### src/rtl/vlw_wb_collector_pkg.sv
// Shared types and constants for the vector load write-back collector.
// Latency: n/a (declarations only).
// Backpressure: n/a.
package vlw_wb_collector_pkg;

    localparam int LANES    = 8;
    localparam int VLEN_MAX = 8;

    // Vector load/store opcodes, shared with the decode-stage controller
    localparam logic [6:0] LW_V = 7'b0000111;
    localparam logic [6:0] SW_V = 7'b0100111;

    typedef enum logic [1:0] {
        ST_IDLE    = 2'd0,
        ST_COLLECT = 2'd1,
        ST_COMMIT  = 2'd2
    } state_t;

    // Effective element count: the vlen register clamped to the lane count
    function automatic logic [3:0] clamp_vlen(input logic [31:0] vlen);
        return (vlen >= 32'(VLEN_MAX)) ? 4'(VLEN_MAX) : vlen[3:0];
    endfunction

endpackage

### src/rtl/vlw_wb_collector_popcount8.sv
// Counts set bits of an 8-bit lane mask.
// Latency: combinational.
// Backpressure: none.
module popcount8
    import vlw_wb_collector_pkg::*;
(
    input  logic [7:0] mask,
    output logic [3:0] count
);

    // Sum the mask bits
    always_comb begin
        count = 4'd0;
        for (int i = 0; i < LANES; i++) begin
            count = count + {3'b000, mask[i]};
        end
    end

endmodule

### src/rtl/vlw_wb_collector.sv
// Collects vector-load element returns into 8 lanes, commits one vector register write; forwards scalar write-backs.
// Latency: last element -> vector write 1 cycle; scalar accept -> write 1 cycle (2 if it lands on a vector write).
// Backpressure: s_ready drops only during the COMMIT cycle; element returns are never stalled.
module vlw_wb_collector #(
    parameter int DATA_W = 32,
    parameter int LANES  = 8,
    parameter int ADDR_W = 5
) (
    input  logic              clk,
    input  logic              rst_n,
    input  logic              start,
    input  logic [ADDR_W-1:0] start_rd,
    input  logic [31:0]       start_vlen,
    input  logic              elem_valid,
    input  logic [2:0]        elem_idx,
    input  logic [DATA_W-1:0] elem_data,
    input  logic              s_regwrite,
    input  logic [ADDR_W-1:0] s_addr,
    input  logic [DATA_W-1:0] s_data,
    output logic              s_ready,
    output logic              WB_RegWrite,
    output logic              WB_VRegWrite,
    output logic [ADDR_W-1:0] write_addr,
    output logic [DATA_W-1:0] write_data,
    output logic [DATA_W-1:0] write_data_v0,
    output logic [DATA_W-1:0] write_data_v1,
    output logic [DATA_W-1:0] write_data_v2,
    output logic [DATA_W-1:0] write_data_v3,
    output logic [DATA_W-1:0] write_data_v4,
    output logic [DATA_W-1:0] write_data_v5,
    output logic [DATA_W-1:0] write_data_v6,
    output logic [DATA_W-1:0] write_data_v7,
    output logic              busy,
    output logic              err
);

    import vlw_wb_collector_pkg::*;

    state_t            state;
    state_t            state_nxt;

    logic [ADDR_W-1:0] rd_q;
    logic [3:0]        eff_len_q;
    logic [DATA_W-1:0] buf_q [LANES];
    logic [LANES-1:0]  mask_q;
    logic [DATA_W-1:0] v_q [LANES];

    // Scalar write that was accepted on the cycle a vector commit was decided;
    // it goes out the cycle after COMMIT, a slot no new scalar can claim
    // because s_ready is low during COMMIT.
    logic              sc_pend_vld;
    logic [ADDR_W-1:0] sc_pend_addr;
    logic [DATA_W-1:0] sc_pend_data;

    logic [3:0]        start_eff;
    logic              load_go;
    logic              beat_ok;
    logic [LANES-1:0]  mask_beat;
    logic [3:0]        cnt_beat;
    logic              s_acc;

    logic              vwr_nxt;
    logic              busy_nxt;
    logic              sready_nxt;
    logic              err_nxt;
    logic              sc_emit;
    logic [ADDR_W-1:0] sc_emit_addr;
    logic [DATA_W-1:0] sc_emit_data;
    logic              pend_set;
    logic [ADDR_W-1:0] addr_nxt;
    logic [DATA_W-1:0] lane_nxt [LANES];

    assign start_eff = clamp_vlen(start_vlen);
    assign load_go   = (state == ST_IDLE) && start && (start_eff != 4'd0);
    assign beat_ok   = (state == ST_COLLECT) && elem_valid && ({1'b0, elem_idx} < eff_len_q);
    assign mask_beat = mask_q | (beat_ok ? ({{(LANES-1){1'b0}}, 1'b1} << elem_idx) : '0);
    assign s_acc     = s_regwrite && s_ready;

    popcount8 u_popcount8 (
        .mask  (mask_beat),
        .count (cnt_beat)
    );

    // State register
    always_ff @(posedge clk) begin
        if (!rst_n) begin
            state <= ST_IDLE;
        end else begin
            state <= state_nxt;
        end
    end

    // Next state: commit once every lane below eff_len has arrived
    always_comb begin
        state_nxt = state;
        case (state)
            ST_IDLE:    if (load_go) state_nxt = ST_COLLECT;
            ST_COLLECT: if (beat_ok && (cnt_beat == eff_len_q)) state_nxt = ST_COMMIT;
            ST_COMMIT:  state_nxt = ST_IDLE;
            default:    state_nxt = ST_IDLE;
        endcase
    end

    // Output next-values; every port is registered from these
    always_comb begin
        vwr_nxt    = (state_nxt == ST_COMMIT);
        busy_nxt   = (state_nxt != ST_IDLE);
        sready_nxt = (state_nxt != ST_COMMIT);
        err_nxt    = err
                   | (start && (state != ST_IDLE))
                   | (elem_valid && (state != ST_COLLECT))
                   | (elem_valid && (state == ST_COLLECT) && ({1'b0, elem_idx} >= eff_len_q));

        // Lanes at or above eff_len read as zero; the completing beat bypasses the buffer
        for (int i = 0; i < LANES; i++) begin
            lane_nxt[i] = '0;
            if (vwr_nxt && (4'(i) < eff_len_q)) begin
                lane_nxt[i] = (beat_ok && (elem_idx == 3'(i))) ? elem_data : buf_q[i];
            end
        end

        sc_emit      = 1'b0;
        sc_emit_addr = '0;
        sc_emit_data = '0;
        pend_set     = 1'b0;
        if (vwr_nxt) begin
            pend_set = s_acc;
        end else if (sc_pend_vld) begin
            sc_emit      = 1'b1;
            sc_emit_addr = sc_pend_addr;
            sc_emit_data = sc_pend_data;
        end else if (s_acc) begin
            sc_emit      = 1'b1;
            sc_emit_addr = s_addr;
            sc_emit_data = s_data;
        end

        addr_nxt = vwr_nxt ? rd_q : sc_emit_addr;
    end

    // Load context and lane buffer
    always_ff @(posedge clk) begin
        if (!rst_n) begin
            rd_q      <= '0;
            eff_len_q <= '0;
            mask_q    <= '0;
            for (int i = 0; i < LANES; i++) buf_q[i] <= '0;
        end else if (load_go) begin
            rd_q      <= start_rd;
            eff_len_q <= start_eff;
            mask_q    <= '0;
            for (int i = 0; i < LANES; i++) buf_q[i] <= '0;
        end else if (beat_ok) begin
            buf_q[elem_idx] <= elem_data;
            mask_q          <= mask_beat;
        end
    end

    // Registered outputs and the deferred scalar slot
    always_ff @(posedge clk) begin
        if (!rst_n) begin
            WB_VRegWrite <= 1'b0;
            WB_RegWrite  <= 1'b0;
            write_addr   <= '0;
            write_data   <= '0;
            busy         <= 1'b0;
            err          <= 1'b0;
            s_ready      <= 1'b0;
            sc_pend_vld  <= 1'b0;
            sc_pend_addr <= '0;
            sc_pend_data <= '0;
            for (int i = 0; i < LANES; i++) v_q[i] <= '0;
        end else begin
            WB_VRegWrite <= vwr_nxt;
            WB_RegWrite  <= sc_emit;
            write_addr   <= addr_nxt;
            write_data   <= sc_emit_data;
            busy         <= busy_nxt;
            err          <= err_nxt;
            s_ready      <= sready_nxt;
            sc_pend_vld  <= pend_set;
            if (pend_set) begin
                sc_pend_addr <= s_addr;
                sc_pend_data <= s_data;
            end
            for (int i = 0; i < LANES; i++) v_q[i] <= lane_nxt[i];
        end
    end

    assign write_data_v0 = v_q[0];
    assign write_data_v1 = v_q[1];
    assign write_data_v2 = v_q[2];
    assign write_data_v3 = v_q[3];
    assign write_data_v4 = v_q[4];
    assign write_data_v5 = v_q[5];
    assign write_data_v6 = v_q[6];
    assign write_data_v7 = v_q[7];

endmodule

### config.mk
export PLATFORM = sky130hd
export DESIGN_NAME = vlw_wb_collector
export DESIGN_NICKNAME = d
export VERILOG_FILES = /design/src/rtl/vlw_wb_collector_pkg.sv /design/src/rtl/vlw_wb_collector_popcount8.sv /design/src/rtl/vlw_wb_collector.sv
export SDC_FILE = /design/constraint.sdc
export NUM_CORES = 1
export LEC_CHECK = 0
export CAP_MARGIN = 20
export CELL_PAD_IN_SITES_DETAIL_PLACEMENT = 1
export CELL_PAD_IN_SITES_GLOBAL_PLACEMENT = 1
export CORE_MARGIN = 10
export CORE_UTILIZATION = 25
export DETAILED_ROUTE_END_ITERATION = 7
export PLACE_DENSITY_LB_ADDON = 0.1
export SYNTH_ARGS = -nofsm -noshare
export SYNTH_HDL_FRONTEND = slang
export SYNTH_SLANG_ARGS = --single-unit
### constraint.sdc
create_clock -name clk -period 7.7 [get_ports clk]
set_clock_uncertainty 0.2 [all_clocks]
set_input_delay 2.31 -clock clk [delete_from_list [all_inputs] [get_ports clk]]
set_output_delay 2.31 -clock clk [all_outputs]
set_load 0.01 [all_outputs]
==> results_dict.tcl <==
set metrics [dict create \
    grt_pass1_wl_mm 128 \
    rsz0062_at_grt "false" \
    grtUsageTotal_pct 17.2 \
    placed_cell_area_um2 27800 \
    core_um2 87300 \
    synth_warnings 0 \
    final_max_slew_viol_count 0 \
    worstMarginPinSlew_ns 1.08 \
    netlist_area_um2 22100 \
    die_h_um 317 \
    die_area_um2 101000 \
    synth.distinct_cells 51 \
    fin_tns_setup_ns 0 \
    io_pins 412 \
    grt_pass1_vias 18100 \
    async_flop_share_pct 0 \
    antenna_found_initial 3 \
    irDropWorstVdd_uv 127 \
    power_mw 7.27 \
    grt_max_degree 81 \
    cp_max_fo 21 \
    critPathRequiredTime_ns 8.02 \
    relSlewSlack_pct 27.8 \
    die_width_um 317 \
    synth_edf_count 256 \
    period_needed_ns 7.31 \
    cts_buffers 74 \
    worstSkewPairLatency_ns 0.62 \
    clk_pin_slew_ns 0.05 \
    gp_congestion 0.773 \
    cp-start-kind "input port" \
    finalInstanceArea_um2 30200 \
    postCtsHoldBufs 0 \
    cts_resized 0 \
    drc 0 \
    avgSynthCellArea_um2 10.4 \
    outcome "complete, no violations" \
    dp.cells 3604 \
    fmax_mhz 137 \
    cp_common_cell "fa_1" \
    port_buffers 411 \
    finalHoldViolCount 0 \
    cpPeakStageDelay_ns 0.51 \
    end_kind "flip-flop" \
    cts.sinks 611 \
    h-tree-depth 3 \
    clockBufferDepth 3 \
    syn_inst 2126 \
    crit_type "in2reg" \
    routed_via_density 4.51 \
    initial_core_util_pct 25.3 \
    drive_above_1_share_pct 8.93 \
    power_leakage_nw 10.9 \
    grt-ovfl-total 0 \
    wire_per_inst_um 23.7 \
    antenna_left 0 \
    fillers 9634 \
    cp.arrival_ns 7.63 \
    tritoncts "done" \
    root_buffer "clkbuf_16" \
    slowest_stage "fa_1" \
    vias 16900 \
    hold_class "reg2reg" \
    fin_cells 3743 \
    place_ws_ns -0.203 \
    drt_pass1_iterations 5 \
    maxCapViolations 0 \
    rows 108 \
    final_nets 2651 \
    postCtsSetupRepairBufs 0 \
    postRouteWirelength_mm 88.6 \
    area_delta_synth_final_pct 36.7 \
    setup_slack_ns 0.393 \
    powerDensity_nw_per_um2 241 \
    syn_nets 2250 \
    dpl.hpwl_mm 59.6 \
    ys_ff_latch 611 \
    yosysSeqAreaShare_pct 66.9 \
    drt_iter0_drc 869 \
    post-route-period-util_pct 94.9 \
    path_cells "clkdlybuf4s50_1, ha_1, a21oi_1, o211ai_2, or3_2, nand2b_1, ha_1, inv_1, fa_1, inv_1, fa_1, fa_1, fa_1, xor2_1, nor3_1, a31o_2, buf_12, buf_4, nand3_2, buf_12, a21oi_1" \
    synth_ff_type "dfxtp_1" \
    setup_violations 0 \
]
==> state kept, by name, summed over array words and instances (netlist names) <==
signal / cells
buf_q: 256
v_q: 256
sc_pend_data: 32
write_data: 32
mask_q: 8
rd_q: 5
sc_pend_addr: 5
write_addr: 5
eff_len_q: 4
state: 2
WB_RegWrite: 1
WB_VRegWrite: 1
busy: 1
err: 1
s_ready: 1
sc_pend_vld: 1
==> kinds of logic after synthesis <==
family                     Yosys count  synth area share, %
muxes                               86                 3.89
DFF                                611                 66.9
and+or+nand+nor                    948                 17.4
AOI/OAI and AO/OA                  284                 7.09
adders and majority gates           10                0.702
buffers and inverters              183                 3.80
xor gates and xnor gates             4                0.159
==> worst max-delay path: cells and delay by family <==
family / cells / cell delay [ns]
adders and majority gates: 6 / 2.36
buffers and inverters: 6 / 1.02
and+or+nand+nor: 4 / 0.98
AOI/OAI and AO/OA: 4 / 0.74
xor gates and xnor gates: 1 / 0.17
==> final cells by class <==
class / instances / area (µm²) / share of cell area [%]
multi-input cells: 1332 / 6560 / 21.7
inverters: 13 / 48.8 / 0.162
diodes: 1 / 2.50 / 0.00828
clock buffers: 115 / 2190 / 7.25
clock inverters: 21 / 145 / 0.480
repair buffers: 495 / 5020 / 16.6
well taps: 1155 / 1450 / 4.78
flip-flops and latches: 611 / 14800 / 49.0
==> synth_stat cells (6+ instances only) <==
library cell	instances	area share [%]
edfxtp_1	256	35
a22o_1	20	0.79
ha_1	6	0.34
dfxtp_1	355	32
clkbuf_1	77	1.3
nor2_1	307	5.2
o211ai_1	6	0.20
inv_1	11	0.19
nand2_1	543	9.2
nor4_1	6	0.17
o21ai_0	15	0.34
buf_2	81	1.8
and2_1	8	0.23
nand2b_1	6	0.17
nor3_1	35	0.79
a21oi_1	229	5.2
mux2i_1	86	3.9
nand3_1	10	0.23
==> through the flow <==
step / utilization (%) / hold WS [ns]
global placement: 31.8 / 0.242
CTS: 34.6 / 0.261
detailed placement: 31.9 / 0.254
floorplan: - / 0.234
finish: 34.6 / 0.257
global route: 34.6 / 0.286
==> worst paths after layout <==
| kind | slack [ns] | cells after the start | startpoint | to |
|---|---|---|---|---|
| worst min register to register | 0.26 | 2 | sc_pend_data[3] | sc_pend_data[3] |
| worst max-delay path | 0.39 | 21 | elem_idx[2] | v_q[1][78] |
| worst min-delay path | 0.26 | 2 | sc_pend_data[3] | sc_pend_data[3] |
| worst max register to register | 1.86 | 21 | eff_len_q[2] | v_q[1][78] |
==> power breakdown <==
| part | leakage [nW] | switching (mW) | internal [mW] |
|---|---|---|---|
| Sequential | 5.64 | 0.0301 | 3.47 |
| Clock | 1.15 | 1.41 | 1.97 |
| Combinational | 4.12 | 0.259 | 0.139 |
| Total | 10.9 | 1.69 | 5.58 |
==> cell usage in the layout, fill, tap and decap left out, types with 20 or more instances in the layout <==
| cell | Yosys | final |
|---|---|---|
| a21oi_1 | 229 | 228 |
| clkdlybuf4s50_1 | 0 | 410 |
| nand2_1 | 543 | 535 |
| clkbuf_16 | 0 | 78 |
| nor3_1 | 35 | 35 |
| mux2i_1 | 86 | 86 |
| buf_4 | 4 | 63 |
| buf_12 | 0 | 22 |
| edfxtp_1 | 256 | 256 |
| a22o_1 | 20 | 20 |
| clkbuf_1 | 77 | 27 |
| dfxtp_1 | 355 | 354 |
| nor2_1 | 307 | 307 |
==> routing by layer <==
metal	track usage (%)	wire length (µm)	vias up
met1	21.7	39100	8517
met5	0	0	-
met3	3.51	4630	93
li1	-	-	7892
met4	3.84	1310	0
met2	29.9	43600	380
Power figures use the tool's default switching activity.
==> variant 1, RTL diff (same settings) <==
Set the parameter `DATA_W` to 48 (it was 32).
--- a/src/rtl/vlw_wb_collector.sv
+++ b/src/rtl/vlw_wb_collector.sv
@@ -2,7 +2,7 @@
 // Latency: last element -> vector write 1 cycle; scalar accept -> write 1 cycle (2 if it lands on a vector write).
 // Backpressure: s_ready drops only during the COMMIT cycle; element returns are never stalled.
 module vlw_wb_collector #(
-    parameter int DATA_W = 32,
+    parameter int DATA_W = 48,
     parameter int LANES  = 8,
     parameter int ADDR_W = 5
 ) (
Ports: changed (11 resized); port bits go from 412 to 588. The function was not compared with the original's and may differ.
==> variant 1 against the original RTL <==
- sequential cell count grew 288
- cell area is 67% higher
- area after synthesis up 72%
- routed wire length is 110% higher
- power increased by 63%
- setup slack better by 0.11 ns
- die area is 67% higher
- cell count up 59%
- largest cell class unchanged
- highest routed layer is now met5
==> variant 1: results (changes against the original RTL) <==
The distinct cell type count after synthesis came out at 49 (-3.9%). The maximum fanout along the worst path came out at 86 (+310%). The average footprint of a synthesized cell came out at 11.1 um^2 (+6.6%). Counting instances in the post-synthesis netlist gives the leading cell types as sky130_fd_sc_hd__dfxtp_1, sky130_fd_sc_hd__nor2_1, sky130_fd_sc_hd__nand4_1, sky130_fd_sc_hd__o31ai_1, sky130_fd_sc_hd__edfxtp_1. The placed wire-length estimate after detailed placement is 115000 um (+93%).

In the post-synthesis netlist, the biggest area contributors are sky130_fd_sc_hd__edfxtp_1, sky130_fd_sc_hd__dfxtp_1, sky130_fd_sc_hd__a211oi_2, sky130_fd_sc_hd__o31ai_1, sky130_fd_sc_hd__nand4_1. The relative max-transition margin is 21.1% (-6.7 points). The number of cells in the design after placement came out at 5752 (+60%). The count of buffers from port buffering is 587 (+43%). The count of flip-flops with a built-in enable after synthesis was 384 (+50%).

The arrival time of the worst setup path was 7.59 ns (-0.04 ns). The per-cell routed wire length came out at 31.8 um (+34%). The flow ran to the end, and the final reports show no timing, DRC or antenna violations. The number of DRC violations after detailed-routing iteration 0 came to 2374 (+170%). The final non-filler cell total is 5968 (+59%). The static leakage is 15.2 nW (+39%). On the critical path the largest part of the delay comes from buffers and inverters.

The post-synth net total is 3589 (+60%). The routability congestion estimate came to 0.744 (-3.7%). The highest ir drop seen on vdd is 159 uV (+25%). The placement-stage cell area is 46700 um^2 (+68%).

The initial antenna violation count came out at 11 (+8). The net count of the finished layout is 3992 (+51%). The sequential share of the synthesized area was 57.4% (-9.5 points). The ratio of cells with drive above 1 in the final layout came out at 16.8% (+7.9 points). The delay of the slowest cell on the worst path came out at 0.85 ns (+0.34 ns). The combined global-route utilization of all metal layers was 21.7% (+4.5 points). The number of global-route vias before repair came out at 33400 (+84%). The setup slack after placement is -0.180 ns (+0.0239 ns). The total via count in the routed design is 31600 (+87%).
-- variant 1: tightest hold or removal path: stages, from the launching register on --
cell,delay (ns)
sky130_fd_sc_hd__dfxtp_1,0.31
sky130_fd_sc_hd__nand2_1,0.05
sky130_fd_sc_hd__mux2i_1,0.05
-- variant 1: layout make-up --
type | count | area, um^2
inverter | 18 | 68.8
antenna | 2 | 5.00
clock inverter | 40 | 323
timing repair buffer | 768 | 7690
clock buffer | 174 | 3390
sequential | 899 | 21800
tap | 2030 | 2540
multi-input combinational | 2037 | 14500
fill | 16400 | 101000
-- variant 1: final timing paths --
kind | endpoint | cells after the start | startpoint | slack, ns
hold / removal | sc_pend_addr[2]$_SDFFE_PN0P_ | 2 | sc_pend_addr[2]$_SDFFE_PN0P_ | 0.26
setup reg to reg | v_q[1][34]$_SDFF_PN0_ | 17 | eff_len_q[2]$_SDFFE_PN0P_ | 1.55
setup / recovery | v_q[1][34]$_SDFF_PN0_ | 16 | elem_idx[1] | 0.50
hold reg to reg | sc_pend_addr[2]$_SDFFE_PN0P_ | 2 | sc_pend_addr[2]$_SDFFE_PN0P_ | 0.26
-- variant 1: per-layer routing --
metal	routed length, um	vias to the layer above	track usage (%)
li1	-	13900	-
met1	86100	16500	29.4
met2	88800	968	35.4
met3	11000	204	4.31
met4	3590	12	4.85
met5	62	-	0
-- variant 1: logic make-up (layout without fill, tap and decap cells) --
group | after synthesis | after routing | synth area share, %
other | 0 | 2 | 0
AO/OA/AOI/OAI | 820 | 820 | 19.4
multiplexers | 106 | 106 | 2.79
adder cells (fa/ha/maj) | 10 | 10 | 0.408
flip-flops | 899 | 899 | 57.4
AND/OR/NAND/NOR | 1098 | 1098 | 14.4
XOR/XNOR | 3 | 3 | 0.105
buffers and inverters | 497 | 1000 | 5.57
-- variant 1: power breakdown --
group	internal [W]	switching [W]	leakage, nW
clock network	0.00312	0.00223	1.85
registers	0.00515	0.0000525	8.33
logic	0.000285	0.00100	5.03
-- variant 1: per-stage QoR --
step / util (%) / total power, W
after global routing: 33.3 / 0.0122
after detailed placement: 30.8 / 0.00660
after global placement: 30.8 / 0.00660
after floorplan: - / 0.00595
final: 33.3 / 0.0118
after CTS: 33.3 / 0.0120
==> variant 2, RTL diff (config.mk and constraints unchanged) <==
Without the edit above. The 3 states of `state_t` get a one-hot encoding in 3 bits.
--- a/src/rtl/vlw_wb_collector_pkg.sv
+++ b/src/rtl/vlw_wb_collector_pkg.sv
@@ -10,10 +10,10 @@
     localparam logic [6:0] LW_V = 7'b0000111;
     localparam logic [6:0] SW_V = 7'b0100111;
 
-    typedef enum logic [1:0] {
-        ST_IDLE    = 2'd0,
-        ST_COLLECT = 2'd1,
-        ST_COMMIT  = 2'd2
+    typedef enum logic [2:0] {
+        ST_IDLE    = 3'b001,
+        ST_COLLECT = 3'b010,
+        ST_COMMIT  = 3'b100
     } state_t;
 
     // Effective element count: the vlen register clamped to the lane count
Check against the original RTL: same outputs for any inputs over 4 cycles, from zero or initial values and one cycle with rst_n low; so few cycles prove little.
==> variant 2 against the original RTL <==
- critical path depth did not move
- non-clock buffer count rose by 1
- cell area rose by 0.27%
- power rose by 1.1%
- area after synthesis fell by 1.1%
- count of clock-buffer cells in the layout fell by 11
- cell count rose by 1.6%
- register-to-register slack got worse by 0.40 ns
- sequential cell count rose by 1
- routed wire length rose by 1.4%
- largest cell class unchanged
- setup slack got worse by 0.20 ns
- sequential power barely moved
==> variant 2: results (changes against the original RTL) <==
The flow ran to the end, and the final reports show no timing, DRC or antenna violations. The smallest setup slack after layout came out at 0.196 ns (-0.198 ns). The delay of the slowest cell on the worst path came out at 0.55 ns (+0.04 ns). The fraction of met3 tracks used by global routing came out at 3.36% (-0.16 points). The fraction of the mapped netlist area in adder cells is 0.710% (+0.0076 points).

The XOR/XNOR share of the synthesized area is 0.183% (+0.025 points). The detailed-route wire length on metal 1 came out at 38500 um (-1.5%). The met2 usage came out at 30.7% (+0.79 points).

The sequential power share was 47.7% (-0.5 points). The final standard cell utilization of the core came out at 34.9% (+0.31 points). The ratio of cells with drive above 1 in the final layout came out at 9.19% (+0.26 points). The global-route track usage on met1 was 21.4% (-0.32 points). The number of global-route vias before repair came out at 18200 (+0.19%). In this run the top signal layer used is met5. The sum of met2 wire segment lengths after detailed routing is 44900 um (+2.8%). The sink count of the clock tree came out at 612 (+0.16%). The pin slew with the least headroom to its limit came to 1.01 ns (-0.0647 ns).

The number of DRC violations after detailed-routing iteration 0 is 862 (-0.81%). The maximum fanout along the worst path was 10 (-52%). The amount of wire on met3 after detailed routing came to 4580 um (-1.2%). The clock network area share was 8.04% (+0.31 points). The non-clock inverter total of the final layout is 10 (-3). The count of clock-net buffers in the final layout came out at 104 (-9.6%). The number of cells in the design after placement is 3661 (+1.6%). The post-synth net total is 2311 (+2.7%). The number of antenna diodes is 2 (+1). The number of ordinary and repair buffers in the finished layout came out at 496 (+0.20%). The sequential share of the synthesized area is 67.8% (+0.82 points).

The static leakage is 10.7 nW (-2.3%). The synthesized netlist cell count was 2187 (+2.9%). The placement-stage cell area was 27800 um^2 (-0.18%). The number of detailed-route iterations in the first pass is 4 (-1). The setup slack after placement came out at -0.465 ns (-0.261 ns).
[variant 2: cell count changes in the layout (fill, tap and decap cells not counted), moves of 10 or more]
cell,delta
sky130_fd_sc_hd__a22o_1,-20
sky130_fd_sc_hd__nand2_1,+88
sky130_fd_sc_hd__mux2i_1,-39
sky130_fd_sc_hd__clkbuf_1,-10
sky130_fd_sc_hd__nor3_1,-32
sky130_fd_sc_hd__a21oi_1,+64
[variant 2: worst paths after layout]
path | from | to | slack [ns] | cells after the start
max reg2reg | eff_len_q[2]$_SDFFE_PN0P_ | v_q[0][98]$_SDFF_PN0_ | 1.46 | 21
max | elem_idx[2] | v_q[0][98]$_SDFF_PN0_ | 0.20 | 21
min | sc_pend_data[21]$_SDFFE_PN0P_ | sc_pend_data[21]$_SDFFE_PN0P_ | 0.25 | 2
min reg2reg | sc_pend_data[21]$_SDFFE_PN0P_ | sc_pend_data[21]$_SDFFE_PN0P_ | 0.25 | 2
